$ cat src/rtl/lcd_spi_init_sequencer_pkg.sv
// Shared definitions for the LCD 3-wire power-up configuration sequencer.
//   state_t        : sequencer state encoding
//   REG_*          : LCD panel register addresses used by the init table
//   make_word()    : packs {addr[5:0], 2'b00 (write), data[7:0]} into a serial word
//   cnt_width()    : width of a counter that must reach max(a,b,c)-1
package lcd_spi_init_sequencer_pkg;

    typedef enum logic [2:0] {
        S_PWRUP = 3'd0,
        S_LOAD  = 3'd1,
        S_SEND  = 3'd2,
        S_WAIT  = 3'd3,
        S_GAP   = 3'd4,
        S_DONE  = 3'd5,
        S_ERR   = 3'd6
    } state_t;

    localparam int WORD_W = 16;
    localparam int IDX_W  = 5;

    // Panel register map (6-bit addresses)
    localparam logic [5:0] REG_PWR_CTRL      = 6'h02;
    localparam logic [5:0] REG_DRV_CTRL      = 6'h03;
    localparam logic [5:0] REG_MODE          = 6'h04;
    localparam logic [5:0] REG_HSYNC_DLY     = 6'h05;
    localparam logic [5:0] REG_VSYNC_DLY     = 6'h06;
    localparam logic [5:0] REG_VCOM          = 6'h07;
    localparam logic [5:0] REG_CONTRAST      = 6'h08;
    localparam logic [5:0] REG_SUB_CONT_R    = 6'h09;
    localparam logic [5:0] REG_SUB_BRIGHT_R  = 6'h0A;
    localparam logic [5:0] REG_SUB_CONT_B    = 6'h0B;
    localparam logic [5:0] REG_SUB_BRIGHT_B  = 6'h0C;
    localparam logic [5:0] REG_TIMING        = 6'h0D;
    localparam logic [5:0] REG_GAMMA0        = 6'h10;
    localparam logic [5:0] REG_GAMMA1        = 6'h11;
    localparam logic [5:0] REG_GAMMA2        = 6'h12;
    localparam logic [5:0] REG_GAMMA3        = 6'h13;
    localparam logic [5:0] REG_GAMMA4        = 6'h14;
    localparam logic [5:0] REG_GAMMA5        = 6'h15;
    localparam logic [5:0] REG_GAMMA6        = 6'h16;
    localparam logic [5:0] REG_GAMMA7        = 6'h17;

    function automatic logic [WORD_W-1:0] make_word(input logic [5:0] addr,
                                                    input logic [7:0] data);
        return {addr, 2'b00, data};
    endfunction

    function automatic int cnt_width(input int a, input int b, input int c);
        int m;
        m = a;
        if (b > m) m = b;
        if (c > m) m = c;
        return (m > 1) ? $clog2(m) : 1;
    endfunction

endpackage

$ cat src/rtl/lcd_spi_init_sequencer_if.sv
// Start/ready handshake between the init sequencer and the 3-wire serial controller.
//   oSTR  : start level, high for the whole transfer (sequencer -> controller)
//   oDATA : 16-bit register word, stable while oSTR is high (sequencer -> controller)
//   iRDY  : transfer-complete level from the serial-clock domain (controller -> sequencer)
interface lcd_spi_init_sequencer_if;
    import lcd_spi_init_sequencer_pkg::*;

    logic              oSTR;
    logic [WORD_W-1:0] oDATA;
    logic              iRDY;

    modport master (output oSTR, output oDATA, input iRDY);
    modport slave  (input  oSTR, input  oDATA, output iRDY);

endinterface

$ cat src/rtl/lcd_spi_init_sequencer_rom.sv
// Fixed panel initialisation table.
//   i_idx  : 5-bit table index
//   o_word : register word for that index; unused indices return 16'h0000
module lcd_spi_init_sequencer_rom
    import lcd_spi_init_sequencer_pkg::*;
(
    input  logic [IDX_W-1:0]  i_idx,
    output logic [WORD_W-1:0] o_word
);

    always_comb begin
        o_word = '0;
        case (i_idx)
            5'd0:    o_word = make_word(REG_PWR_CTRL,     8'h07);
            5'd1:    o_word = make_word(REG_DRV_CTRL,     8'h5F);
            5'd2:    o_word = make_word(REG_MODE,         8'h17);
            5'd3:    o_word = make_word(REG_HSYNC_DLY,    8'h20);
            5'd4:    o_word = make_word(REG_VSYNC_DLY,    8'h08);
            5'd5:    o_word = make_word(REG_VCOM,         8'h20);
            5'd6:    o_word = make_word(REG_CONTRAST,     8'h20);
            5'd7:    o_word = make_word(REG_SUB_CONT_R,   8'h20);
            5'd8:    o_word = make_word(REG_SUB_BRIGHT_R, 8'h27);
            5'd9:    o_word = make_word(REG_SUB_CONT_B,   8'h20);
            5'd10:   o_word = make_word(REG_SUB_BRIGHT_B, 8'h20);
            5'd11:   o_word = make_word(REG_TIMING,       8'h10);
            5'd12:   o_word = make_word(REG_GAMMA0,       8'h3F);
            5'd13:   o_word = make_word(REG_GAMMA1,       8'h3F);
            5'd14:   o_word = make_word(REG_GAMMA2,       8'h2F);
            5'd15:   o_word = make_word(REG_GAMMA3,       8'h2F);
            5'd16:   o_word = make_word(REG_GAMMA4,       8'h17);
            5'd17:   o_word = make_word(REG_GAMMA5,       8'h17);
            5'd18:   o_word = make_word(REG_GAMMA6,       8'h17);
            5'd19:   o_word = make_word(REG_GAMMA7,       8'h17);
            default: o_word = '0;
        endcase
    end

endmodule

$ cat src/rtl/lcd_spi_init_sequencer.sv
// Power-up configuration sequencer for the LCD 3-wire serial register interface.
// Waits PWRUP_CYC after reset, then walks the init table, issuing each word with
// the controller's start/ready handshake, and reports completion or timeout.
//   iCLK     : system clock
//   iRST     : asynchronous active-low reset
//   iREINIT  : one-cycle pulse, replays the table from S_DONE or S_ERR only
//   bus      : master side of the start/data/ready handshake
//   oIDX     : index of the current or last word
//   oBUSY    : sequencing in progress (S_PWRUP..S_GAP)
//   oDONE    : table fully written; display datapath may start
//   oERR     : controller did not answer within TIMEOUT_CYC
//
// state   | meaning
// --------+-----------------------------------------------------------
// S_PWRUP | panel power-up delay after reset
// S_LOAD  | fetch table word for oIDX into oDATA
// S_SEND  | raise oSTR
// S_WAIT  | transfer in flight, waiting for synchronised ready
// S_GAP   | oSTR low, minimum gap and wait for ready to drop
// S_DONE  | table complete, idle
// S_ERR   | ready timeout, idle with oIDX on the failing word
module lcd_spi_init_sequencer
    import lcd_spi_init_sequencer_pkg::*;
#(
    parameter int PWRUP_CYC   = 1_000_000,
    parameter int GAP_CYC     = 16_384,
    parameter int TIMEOUT_CYC = 500_000,
    parameter int LUT_SIZE    = 20
)(
    input  logic                       iCLK,
    input  logic                       iRST,
    input  logic                       iREINIT,
    lcd_spi_init_sequencer_if.master   bus,
    output logic [IDX_W-1:0]           oIDX,
    output logic                       oBUSY,
    output logic                       oDONE,
    output logic                       oERR
);

    localparam int CNT_W = cnt_width(PWRUP_CYC, GAP_CYC, TIMEOUT_CYC);

    localparam logic [CNT_W-1:0] PWRUP_LAST   = CNT_W'(PWRUP_CYC - 1);
    localparam logic [CNT_W-1:0] GAP_LAST     = CNT_W'(GAP_CYC - 1);
    localparam logic [CNT_W-1:0] TIMEOUT_LAST = CNT_W'(TIMEOUT_CYC - 1);
    localparam logic [CNT_W-1:0] CNT_ONE      = CNT_W'(1);
    localparam logic [IDX_W-1:0] IDX_LAST     = IDX_W'(LUT_SIZE - 1);

    state_t              r_state;
    state_t              w_state_nxt;
    logic [CNT_W-1:0]    r_cnt;
    logic [CNT_W-1:0]    w_cnt_nxt;
    logic                r_str;
    logic                w_str_nxt;
    logic [WORD_W-1:0]   r_data;
    logic [WORD_W-1:0]   w_data_nxt;
    logic [IDX_W-1:0]    r_idx;
    logic [IDX_W-1:0]    w_idx_nxt;
    logic [1:0]          r_rdy_sync;
    logic                w_rdy_s;
    logic [WORD_W-1:0]   w_rom_word;

    // iRDY comes from the serial-clock domain
    always_ff @(posedge iCLK or negedge iRST) begin
        if (!iRST) begin
            r_rdy_sync <= 2'b00;
        end else begin
            r_rdy_sync <= {r_rdy_sync[0], bus.iRDY};
        end
    end

    assign w_rdy_s = r_rdy_sync[1];

    lcd_spi_init_sequencer_rom u_rom (
        .i_idx  (r_idx),
        .o_word (w_rom_word)
    );

    // oSTR is a register with async clear so a reset mid-transfer aborts the controller at once
    always_ff @(posedge iCLK or negedge iRST) begin
        if (!iRST) begin
            r_state <= S_PWRUP;
            r_cnt   <= '0;
            r_str   <= 1'b0;
            r_data  <= '0;
            r_idx   <= '0;
        end else begin
            r_state <= w_state_nxt;
            r_cnt   <= w_cnt_nxt;
            r_str   <= w_str_nxt;
            r_data  <= w_data_nxt;
            r_idx   <= w_idx_nxt;
        end
    end

    always_comb begin
        w_state_nxt = r_state;
        w_cnt_nxt   = r_cnt;
        w_str_nxt   = r_str;
        w_data_nxt  = r_data;
        w_idx_nxt   = r_idx;

        case (r_state)
            S_PWRUP: begin
                if (r_cnt == PWRUP_LAST) begin
                    w_cnt_nxt   = '0;
                    w_state_nxt = S_LOAD;
                end else begin
                    w_cnt_nxt = r_cnt + CNT_ONE;
                end
            end

            S_LOAD: begin
                w_data_nxt  = w_rom_word;
                w_state_nxt = S_SEND;
            end

            S_SEND: begin
                w_str_nxt   = 1'b1;
                w_cnt_nxt   = '0;
                w_state_nxt = S_WAIT;
            end

            S_WAIT: begin
                // ready is tested first so it wins over a coincident timeout
                if (w_rdy_s) begin
                    w_str_nxt   = 1'b0;
                    w_cnt_nxt   = '0;
                    w_state_nxt = S_GAP;
                end else if (r_cnt == TIMEOUT_LAST) begin
                    w_str_nxt   = 1'b0;
                    w_state_nxt = S_ERR;
                end else begin
                    w_cnt_nxt = r_cnt + CNT_ONE;
                end
            end

            S_GAP: begin
                // counter parks at GAP_LAST while a slow controller still holds ready
                if (r_cnt == GAP_LAST) begin
                    if (!w_rdy_s) begin
                        w_cnt_nxt = '0;
                        if (r_idx == IDX_LAST) begin
                            w_state_nxt = S_DONE;
                        end else begin
                            w_idx_nxt   = r_idx + IDX_W'(1);
                            w_state_nxt = S_LOAD;
                        end
                    end
                end else begin
                    w_cnt_nxt = r_cnt + CNT_ONE;
                end
            end

            S_DONE, S_ERR: begin
                if (iREINIT) begin
                    w_idx_nxt   = '0;
                    w_cnt_nxt   = '0;
                    w_state_nxt = S_LOAD;
                end
            end

            default: begin
                w_str_nxt   = 1'b0;
                w_cnt_nxt   = '0;
                w_state_nxt = S_PWRUP;
            end
        endcase
    end

    assign bus.oSTR  = r_str;
    assign bus.oDATA = r_data;
    assign oIDX      = r_idx;
    assign oDONE     = (r_state == S_DONE);
    assign oERR      = (r_state == S_ERR);
    assign oBUSY     = !((r_state == S_DONE) || (r_state == S_ERR));

endmodule

$ cat src/flat_wrapper.sv
// flat-port wrapper written by rule: the top's interface ports become plain ports
module lcd_spi_init_sequencer_flat import lcd_spi_init_sequencer_pkg::*;
#(
    parameter int PWRUP_CYC   = 1_000_000,
    parameter int GAP_CYC     = 16_384,
    parameter int TIMEOUT_CYC = 500_000,
    parameter int LUT_SIZE    = 20
)
  (iCLK, iRST, iREINIT, oIDX, oBUSY, oDONE, oERR, bus_oSTR, bus_oDATA, bus_iRDY);
  lcd_spi_init_sequencer_if bus_i ();
  input  logic iCLK;
  input  logic iRST;
  input  logic iREINIT;
  output logic [IDX_W-1:0] oIDX;
  output logic oBUSY;
  output logic oDONE;
  output logic oERR;
  output wire logic [$bits(bus_i.oSTR)-1:0] bus_oSTR;
  output wire logic [$bits(bus_i.oDATA)-1:0] bus_oDATA;
  input wire logic [$bits(bus_i.iRDY)-1:0] bus_iRDY;
  assign bus_oSTR = bus_i.oSTR;
  assign bus_oDATA = bus_i.oDATA;
  assign bus_i.iRDY = bus_iRDY;
  lcd_spi_init_sequencer #(.PWRUP_CYC(PWRUP_CYC), .GAP_CYC(GAP_CYC), .TIMEOUT_CYC(TIMEOUT_CYC), .LUT_SIZE(LUT_SIZE)) u_core (.iCLK(iCLK), .iRST(iRST), .iREINIT(iREINIT), .bus(bus_i), .oIDX(oIDX), .oBUSY(oBUSY), .oDONE(oDONE), .oERR(oERR));
endmodule
$ cat config.mk
export PLATFORM = sky130hd
export DESIGN_NAME = lcd_spi_init_sequencer_flat
export DESIGN_NICKNAME = d
export VERILOG_FILES = /design/src/rtl/lcd_spi_init_sequencer_pkg.sv /design/src/rtl/lcd_spi_init_sequencer_if.sv /design/src/rtl/lcd_spi_init_sequencer_rom.sv /design/src/rtl/lcd_spi_init_sequencer.sv /design/src/flat_wrapper.sv
export SDC_FILE = /design/constraint.sdc
export NUM_CORES = 1
export LEC_CHECK = 0
export CORE_ASPECT_RATIO = 1.25
export CORE_MARGIN = 8
export CORE_UTILIZATION = 55
export CTS_CLUSTER_SIZE = 10
export DETAILED_ROUTE_END_ITERATION = 8
export PLACE_DENSITY_LB_ADDON = 0.25
export SYNTH_ARGS = -nofsm -noshare
export SYNTH_HDL_FRONTEND = slang
export SYNTH_SLANG_ARGS = --single-unit
$ cat constraint.sdc
create_clock -name iCLK -period 6.77 [get_ports iCLK]
set_input_delay 1.354 -clock iCLK [delete_from_list [all_inputs] [get_ports iCLK]]
set_output_delay 1.354 -clock iCLK [all_outputs]
set_load 0.02 [all_outputs]
==> impl_metrics.json <==
{
  "yosys_most_used_dff": "sky130_fd_sc_hd__dfrtp_1",
  "nFillCells": 376,
  "cp_data_required_time_ps": 5420,
  "worst_ir_drop_vdd_mv": 0.150,
  "hold_ws_ps": 350,
  "timing.rr.start": "u_core.r_cnt[12]",
  "diodes": 0,
  "wl_um": 5290,
  "postLayoutCellArea_um2": 2830,
  "clk_pin_slew_ps": 80,
  "post_synth_num_cell_types": 48,
  "run_status": "completed",
  "post_synth_main_area_contributors": "sky130_fd_sc_hd__dfrtp_1 41%, sky130_fd_sc_hd__nand2_1 5.4%, sky130_fd_sc_hd__ha_1 5.0%, sky130_fd_sc_hd__xor2_1 4.5%, sky130_fd_sc_hd__nor2_1 4.5%",
  "synth.ff_latch_count": 41,
  "period_needed_ps": 3320,
  "critPathLaunchType": "flop",
  "clock-root-buffer": "sky130_fd_sc_hd__clkbuf_8",
  "layout_worst_path_cycle_share": 0.490,
  "placeableCoreArea_um2": 4390,
  "setup-violations-final": 0,
  "clk_latency_worst_skew_pair_ps": 290,
  "p_switching_w": 0.000410,
  "via_count_of_the_first_global_routing_pass": 2082,
  "vias": 2065,
  "vias_per_cell": 5.85,
  "antenna_violations_before_repair": 0,
  "r2r_end": "u_core.r_state[0]",
  "detail-route-antenna-nets": 0,
  "initialDrtViolationCount": 108,
  "layout.nets": 309,
  "timing.critical_path.slowest_stage_cell": "sky130_fd_sc_hd__dfrtp_1",
  "drt_drc_violations_left": 0,
  "yosysSeqAreaShare": 0.409,
  "clkPwrFrac": 0.186,
  "dieWidth_um": 76.4,
  "synthesis.yosys.warnings": 0,
  "drive_above_1_share": 0.0508,
  "min_from": "u_core.r_rdy_sync[0]",
  "postSynth.asyncResetShare": 1.00,
  "place.detailed.hpwl_um": 3860,
  "grt_pass1_wl_um": 9370,
  "netlist.area_leader.share": 0.409,
  "drt-pass1-iter-count": 4,
  "finalWeightedCongestion": 0.916,
  "io_pins": 29,
  "placement_rows": 27,
  "max-slew-margin-rel": 0.422,
  "final_cell_count_no_fill": 353,
  "timing_worst_slew_pin_value_ps": 866,
  "dpl_cell_area_um2": 2730,
  "swShare": 0.407,
  "min_path_type": "reg -> reg",
  "tritoncts_clock_tree": "built",
  "grt_usage": 0.160,
  "share_seq_of_total_power": 0.345,
  "buffer_ports.inserted": 24,
  "min_delay_worst_endpoint": "u_core.r_rdy_sync[1]",
  "synthTopCellsByCount": "41 x sky130_fd_sc_hd__dfrtp_1, 36 x sky130_fd_sc_hd__nand2_1, 30 x sky130_fd_sc_hd__nor2_1, 15 x sky130_fd_sc_hd__o21ai_0, 13 x sky130_fd_sc_hd__xor2_1",
  "synthesis.area_um2": 2510,
  "grt_remaining_overflow": 0,
  "max-cap-violations": 0,
  "postCtsSetupRepairBufs": 0,
  "ctsHtreeMaxLevel": 2,
  "avgRoutedWirePerCell_um": 15.0,
  "reg2reg_depth": 6,
  "synth-edff-count": 0,
  "clock.fmax_ghz": 0.301,
  "die-height_um": 91.5,
  "critPathArrivalTime_ps": 1970,
  "timing_worst_setup_path_type": "reg -> out",
  "worst-path-max-fanout": 15,
  "crit_path_max_incr_delay_ps": 640,
  "hold_violations": 0,
  "reg2reg_setup_slack_ps": 4110,
  "path_cells": "xor2_1, and2_1, inv_1, clkdlybuf4s50_1",
  "p_int_w": 0.000597,
  "postSynthAreaPerCell_um2": 8.96,
  "final-max-slew-violation-count": 0,
  "power-per-cell-area_nw_per_um2": 355,
  "comb_power_share": 0.469,
  "setup-tns-final_ps": 0,
  "cts_hold_buf": 0,
  "cts.sink_count": 41,
  "die_area_um2": 6990,
  "post-synth-top-area-cell": "sky130_fd_sc_hd__dfrtp_1",
  "leak_pwr_nw": 1.19,
  "placed_cells": 346,
  "clk_path_buf_depth": 2,
  "tritoncts.num_buffers": 5,
  "final_core_utilization": 0.645,
  "initial_core_util": 0.571,
  "yosys.cell_count.top_type": "sky130_fd_sc_hd__dfrtp_1",
  "layout-area-overhead-vs-synth_pct": 12.9,
  "syn-instance-count": 280,
  "min_delay_path_depth": 0,
  "finalClockSkew_ps": 4.71,
  "cts_resized": 0,
  "element_type_at_the_critical_path_end": "primary output",
  "rsz0062_at_grt": "false",
  "grt_start_max_net_pins": 42
}
## worst max path at each step
stage | start | to | slack [ps] | cells after the start
after detailed placement | iREINIT | u_core.r_state[0] | 3190 | 7
after CTS | u_core.r_state[0] | oBUSY | 3450 | 4
after floorplan | iREINIT | u_core.r_state[0] | 4190 | 6
after global routing | u_core.r_state[0] | oBUSY | 3340 | 4
after global placement | iREINIT | u_core.r_state[0] | 3240 | 7
final | u_core.r_state[0] | oBUSY | 3450 | 4
## layout make-up
class	instances	area, µm²	share of cell area
Timing Repair Buffer	24	235	0.0830
Clock buffer	5	68.8	0.0243
Clock inverter	2	35.0	0.0124
Sequential cell	41	1030	0.362
Multi-Input combinational cell	213	1360	0.479
Tap cell	58	72.6	0.0256
Inverter	10	37.5	0.0133
## sequential cells by signal, indices dropped and copies added, names as in the netlist
register and cells:
u_core.bus.oDATA 10, u_core.bus.oSTR 1, u_core.oIDX 5, u_core.r_cnt 20, u_core.r_rdy_sync 2, u_core.r_state 3
## routing by layer
layer  up-vias  track usage  wire length [µm]
li1       1016            -                 -
met1       968        0.160              2110
met2        62        0.290              2720
met3        19       0.0464               275
met4         0       0.0868               187
met5         -            0                 0
## kinds of logic after synthesis
| logic type | Yosys count | synth area share |
|---|---|---|
| XOR/XNOR | 14 | 0.0489 |
| flip-flops | 41 | 0.409 |
| buffers and inverters | 29 | 0.0544 |
| adder cells (fa/ha/maj) | 10 | 0.0499 |
| other | 1 | 0.00149 |
| AND/OR/NAND/NOR | 125 | 0.253 |
| multiplexers | 5 | 0.0224 |
| AO/OA/AOI/OAI | 55 | 0.161 |
## critical path, delay by kind of cell (launching register included)
kind / cells / cell delay (ps)
DFF: 1 / 640
buffers and inverters: 2 / 580
and+or+nand+nor: 1 / 240
xor gates and xnor gates: 1 / 210
## through the flow
stage                     total power [W]  setup slack, ps
final                             0.00101             3450
after detailed placement         0.000830             3190
after global routing              0.00109             3340
after CTS                         0.00102             3450
after global placement           0.000819             3240
after floorplan                  0.000703             4190
## placed cells by master, fill, tap and decap left out, types with 2 or more instances in the layout
cell type / netlist / routed
sky130_fd_sc_hd__mux2i_1: 3 / 3
sky130_fd_sc_hd__nor4bb_1: 3 / 3
sky130_fd_sc_hd__o21ai_0: 15 / 15
sky130_fd_sc_hd__nand2_1: 36 / 36
sky130_fd_sc_hd__clkdlybuf4s50_1: 0 / 23
sky130_fd_sc_hd__a31oi_1: 4 / 4
sky130_fd_sc_hd__or3_1: 2 / 2
sky130_fd_sc_hd__inv_1: 10 / 10
sky130_fd_sc_hd__clkbuf_8: 0 / 5
sky130_fd_sc_hd__nand2b_1: 4 / 4
sky130_fd_sc_hd__nand4_1: 12 / 12
sky130_fd_sc_hd__or4_1: 2 / 2
sky130_fd_sc_hd__conb_1: 1 / 4
sky130_fd_sc_hd__a211oi_1: 2 / 2
sky130_fd_sc_hd__nor2_1: 30 / 30
sky130_fd_sc_hd__and2_1: 4 / 4
sky130_fd_sc_hd__xor2_1: 13 / 13
sky130_fd_sc_hd__nand4b_1: 2 / 2
sky130_fd_sc_hd__nor2b_1: 2 / 2
sky130_fd_sc_hd__ha_1: 10 / 10
sky130_fd_sc_hd__o31ai_1: 6 / 6
sky130_fd_sc_hd__dfrtp_1: 41 / 41
sky130_fd_sc_hd__nor4_1: 2 / 2
sky130_fd_sc_hd__a22o_1: 6 / 6
sky130_fd_sc_hd__a2bb2oi_1: 2 / 2
sky130_fd_sc_hd__and4_1: 2 / 2
sky130_fd_sc_hd__and3_1: 6 / 6
sky130_fd_sc_hd__nand3_1: 11 / 11
sky130_fd_sc_hd__nor3_1: 4 / 4
sky130_fd_sc_hd__a21oi_1: 8 / 8
sky130_fd_sc_hd__o32a_1: 2 / 2
## power groups by stage
stage                     registers, W  clock network (W)  logic [W]
after floorplan               0.000355                  0   0.000347
after global placement        0.000350                  0   0.000469
after detailed placement      0.000352                  0   0.000479
after CTS                     0.000347           0.000192   0.000480
after global routing          0.000355           0.000201   0.000531
final                         0.000347           0.000187   0.000472
Power figures use the tool's default switching activity.
